$ cat src/rtl/tt_um_load_ctrl.sv
// tt_um_load_ctrl: sequencer for the ternary weight shift-register loader.
// Loads MAX_OUT_LEN rows as two halves each, tracks which row the loader's
// free rotation presents on uo_weights, and runs aligned compute frames.
// Optional build macro: LOAD_CTRL_AUTORUN_EN. When it is defined, a completed
// load goes straight into a compute frame instead of waiting in READY.
//
// state | meaning
// IDLE  | no valid weights (or aborted); waits for load_req
// LOAD  | shifting host data into the loader, two halves per row
// READY | weights loaded; rotation free-running, waits for run_req
// RUN   | one frame, rows 0..MAX_OUT_LEN-1 presented to the MAC

module tt_um_load_ctrl #(
  parameter int MAX_OUT_LEN = 7,
  parameter int RW          = $clog2(MAX_OUT_LEN),
  parameter int CW          = $clog2(2 * MAX_OUT_LEN)
) (
  input  logic          clk,
  input  logic          rst,
  input  logic          load_req,
  input  logic          run_req,
  input  logic          abort,
  output logic          ld_ena,
  output logic          ld_half,
  output logic [RW-1:0] row_idx,
  output logic          row_valid,
  output logic          frame_done,
  output logic          weights_ready,
  output logic          busy,
  output logic [1:0]    state
);

  typedef enum logic [1:0] {
    S_IDLE  = 2'd0,
    S_LOAD  = 2'd1,
    S_READY = 2'd2,
    S_RUN   = 2'd3
  } state_t;

  localparam logic [RW-1:0] LAST_ROW = RW'(MAX_OUT_LEN - 1);
  localparam logic [CW-1:0] LAST_CNT = CW'(2 * MAX_OUT_LEN - 1);

`ifdef LOAD_CTRL_AUTORUN_EN
  localparam state_t LOAD_EXIT = S_RUN;
`else
  localparam state_t LOAD_EXIT = S_READY;
`endif

  state_t          state_q, state_d;
  logic [CW-1:0]   cnt_q, cnt_d;
  logic [RW-1:0]   phase_q, phase_d;
  logic            pend_q, pend_d;
  logic            wr_q, wr_d;
  logic            phase_wrap;

  // State register and all sequencing flops; rst beats abort and requests.
  always_ff @(posedge clk) begin
    if (rst) begin
      state_q <= S_IDLE;
      cnt_q   <= '0;
      phase_q <= '0;
      pend_q  <= 1'b0;
      wr_q    <= 1'b0;
    end else begin
      state_q <= state_d;
      cnt_q   <= cnt_d;
      phase_q <= phase_d;
      pend_q  <= pend_d;
      wr_q    <= wr_d;
    end
  end

  assign phase_wrap = (phase_q == LAST_ROW);

  // Next-state logic: transitions, load counter, pending run and ready flag.
  always_comb begin
    state_d = state_q;
    cnt_d   = '0;
    pend_d  = pend_q;
    wr_d    = wr_q;
    if (abort) begin
      state_d = S_IDLE;
      pend_d  = 1'b0;
      wr_d    = 1'b0;
    end else begin
      unique case (state_q)
        S_IDLE: begin
          if (load_req) state_d = S_LOAD;
        end
        S_LOAD: begin
          if (cnt_q == LAST_CNT) begin
            state_d = LOAD_EXIT;
            wr_d    = 1'b1;
          end else begin
            cnt_d = cnt_q + 1'b1;
          end
        end
        S_READY: begin
          if (load_req) begin
            state_d = S_LOAD;
            pend_d  = 1'b0;
          end else begin
            if (run_req) pend_d = 1'b1;
            // Frame start is aligned to the rotation wrapping back to row 0.
            if ((pend_q || run_req) && phase_wrap) state_d = S_RUN;
          end
        end
        S_RUN: begin
          if (phase_wrap) begin
            state_d = S_READY;
            pend_d  = 1'b0;
          end
        end
        default: state_d = S_IDLE;
      endcase
    end
  end

  // Rotation phase: pinned to row 0 around a load so the loader and the
  // tracker agree on the first post-load row; free-running otherwise.
  always_comb begin
    phase_d = phase_q + 1'b1;
    if (state_q == S_LOAD || state_d == S_LOAD || phase_wrap) phase_d = '0;
  end

  // Output decode, registers only.
  always_comb begin
    ld_ena        = (state_q == S_LOAD);
    ld_half       = (state_q == S_LOAD) && cnt_q[0];
    row_idx       = phase_q;
    row_valid     = (state_q == S_RUN);
    frame_done    = (state_q == S_RUN) && phase_wrap;
    weights_ready = wr_q;
    busy          = (state_q == S_LOAD) || (state_q == S_RUN) || pend_q;
    state         = state_q;
  end

endmodule

$ cat config.mk
export PLATFORM = sky130hd
export DESIGN_NAME = tt_um_load_ctrl
export DESIGN_NICKNAME = d
export VERILOG_FILES = /design/src/rtl/tt_um_load_ctrl.sv
export SDC_FILE = /design/constraint.sdc
export NUM_CORES = 1
export LEC_CHECK = 0
export CORE_AREA = 2 2 39 41
export DETAILED_ROUTE_END_ITERATION = 10
export DIE_AREA = 0 0 41 43
export PLACE_DENSITY = 0.75
export SYNTH_ARGS = -nofsm -noshare
export SYNTH_HDL_FRONTEND = slang
export SYNTH_SLANG_ARGS = --single-unit
$ cat constraint.sdc
create_clock -name clk -period 1.4 [get_ports clk]
set_input_delay 0.21 -clock clk [delete_from_list [all_inputs] [get_ports clk]]
set_output_delay 0.21 -clock clk [all_outputs]
set_load 0.02 [all_outputs]
==> impl_metrics.tcl <==
set metrics [dict create \
    grt_max_degree 7 \
    dr.pass1.iters 3 \
    power_density_mw_per_mm2 796 \
    r2r-end "row_idx[1]" \
    drive_above_1_share_pct 36.0 \
    regToRegSetupSlack_ps 130 \
    rsz0062_at_grt "false" \
    hp-class "register to register" \
    die_x_um 41 \
    rows 14 \
    power_frac_seq_pct 51.1 \
    cts_made_buffers 3 \
    fin_skew_ps 3.69 \
    grt_use_total_pct 15.1 \
    grt_pass1_vias 456 \
    drc 0 \
    min_period_ps 1350 \
    cts_tree "built" \
    root_buffer "clkbuf_4" \
    r2r_cells 5 \
    viasPerCell 4.82 \
    crit_path_max_fanout 4 \
    fin_crit_sh_pct 96.6 \
    synthesis.area_um2 517 \
    setup_slack_ps 48.3 \
    relSlewSlack_pct 80.1 \
    num_antenna_cells 0 \
    end_kind "output port" \
    synth_area_leaders "dfxtp_1, ha_1, nor2_1, xnor2_1, nand3_1" \
    combPwrFrac_pct 15.4 \
    cp.depth 3 \
    coreArea_mm2 0.00138 \
    clkSinkCount 11 \
    portBuffers 15 \
    antenna_found_initial 0 \
    r2r-start "row_idx[0]" \
    worst_pin_slew_ps 298 \
    cap_violations 0 \
    hold_viol_final 0 \
    netlist_instances 54 \
    critPathKind "register to output port" \
    worst_hold_slack_ps 460 \
    seq_area_frac_synth_pct 42.6 \
    yosys-top-cells-count "dfxtp_1, nor2_1, ha_1" \
    yosys_warnings 0 \
    cp-startpoint "state[0]" \
    clkSlewWorstSetupHoldPaths_ps 70 \
    yosysMostFrequentCell "dfxtp_1" \
    clkLatencyLatePin_ps 260 \
    avgSynthCellArea_um2 9.57 \
    drv_slew 0 \
    final_nets 96 \
    netSwitchingPower_uw 153 \
    ir_drop_mv 0.582 \
    critical-path-top-delay-family "flip-flops" \
    cp-endpoint "busy" \
    async_flop_share_pct 0 \
    power_uw 637 \
    gp_congestion 0.771 \
    grt_overflow 0 \
    start_util_pct 37.3 \
    clock_path_buffers 2 \
    worst-path-buf-inv 2 \
    required_ps 1190 \
    slowest_delay_ps 340 \
    place_ws_ps -128 \
    grt_pass1_wl_mm 1.74 \
    ys.flop_type "dfxtp_1" \
    vias 492 \
    synth_nets 63 \
    cts-htree-levels 1 \
    dieArea_mm2 0.00176 \
    yosysTopAreaCell "dfxtp_1" \
    path_cells "buf_4 -> or2_2 -> buf_6" \
    setup_viol 0 \
    postLayoutCoreUtil_pct 57.9 \
    critPathLaunchType "register" \
    num_io_pins 16 \
    ant_nets 0 \
    routed_wl_mm 1.13 \
    synth.distinct_cells 23 \
    sw_frac_of_total_pct 24.0 \
    fmax_mhz 740 \
    wl_per_cell_um 11.1 \
    p_int_uw 484 \
    critPathSlowestCell "dfxtp_2" \
    synth_seq_cells 11 \
    area_growth_pct 55.0 \
    initialDrtViolationCount 6 \
    leakage_uw 0.000379 \
    die_height_um 43 \
    p_clk_share_pct 33.5 \
    synth.top_cell.area_share_pct 42.6 \
    synth-edff-count 0 \
    cts-hold-fix-buffers 0 \
    n_fill_cell 141 \
    cp.arrival_ps 1140 \
    outcome "finished clean" \
]
## sequential cells by signal, indices dropped and copies added, names as in the netlist
name / cells
row_idx: 3
weights_ready: 1
cnt_q: 4
state: 2
pend_q: 1
## per-layer routing
layer	share of wire, %	wire length [um]	vias up	track usage (%)
li1	-	-	250	-
met1	43	485	228	14.9
met2	50	570	12	25.0
met3	4.4	50	2	3.14
met4	2.4	27	0	12.0
met5	0	0	-	0
## how the worst min path moves through the flow
| stage | from | end | cells after the start |
|---|---|---|---|
| after global placement | weights_ready | weights_ready | 1 |
| after global routing | weights_ready | weights_ready | 1 |
| after floorplan | run_req | pend_q | 2 |
| after detailed placement | weights_ready | weights_ready | 1 |
| after CTS | weights_ready | weights_ready | 1 |
| final | weights_ready | weights_ready | 1 |
## through the flow
stage          area [um2]  std cells  setup TNS [ps]
6_report              801        102               0
5_1_grt               801        102               0
4_1_cts               787        101           -14.7
3_5_place_dp          774         97            -304
3_3_place_gp          774         97            -300
2_1_floorplan         518         54               0
## power by group through the flow
stage	sequential, uW	combinational [uW]	clock, uW
3_3_place_gp	332	101	0
5_1_grt	327	107	234
4_1_cts	326	95.3	218
2_1_floorplan	343	32.9	0
6_report	326	98.2	213
3_5_place_dp	333	103	0
## cell type report
type                    instances  area [um2]  share of cell area, %
clock buffers                   4        26.3                   3.28
inverters                       3        11.3                   1.41
well taps                      16        20.0                   2.50
flip-flops and latches         11         224                   28.0
repair buffers                 29         239                   29.8
multi-input cells              39         280                   35.0
## cell families after synthesis
logic type,synth area share (%)
adder cells (fa/ha/maj),9.69
buffers and inverters,4.36
AND/OR/NAND/NOR,27.1
AO/OA/AOI/OAI,11.1
flip-flops,42.6
XOR/XNOR,5.09
## placed cells by master (no fill, tap or decap), types with 2 or more instances in the layout
| cell | synthesis | layout |
|---|---|---|
| xnor2_1 | 2 | 2 |
| inv_1 | 3 | 3 |
| nor2_1 | 10 | 10 |
| o21ai_1 | 2 | 2 |
| nand4_1 | 2 | 2 |
| dlygate4sd2_1 | 0 | 7 |
| buf_4 | 0 | 14 |
| clkdlybuf4s50_1 | 0 | 4 |
| buf_6 | 1 | 2 |
| dfxtp_2 | 0 | 3 |
| and2_2 | 2 | 2 |
| buf_2 | 0 | 2 |
| dfxtp_1 | 11 | 8 |
| ha_1 | 4 | 4 |
| clkbuf_4 | 0 | 3 |
| nand3_1 | 3 | 3 |
## repair_timing
action                                 CTS  global route
pin swaps                                0             0
gates resized for setup                 23             8
endpoints found under the hold margin    0             0
buffers inserted                         0             1
setup endpoints to repair               11             5
## worst reg2reg max path: cells and delay by family (launching register included)
family / cells / cell delay (ps)
AO/OA/AOI/OAI: 1 / 400
adder cells (fa/ha/maj): 1 / 200
buffers and inverters: 2 / 180
flip-flops: 1 / 320
AND/OR/NAND/NOR: 1 / 110
Note: power is estimated with default switching activity, not from simulation.
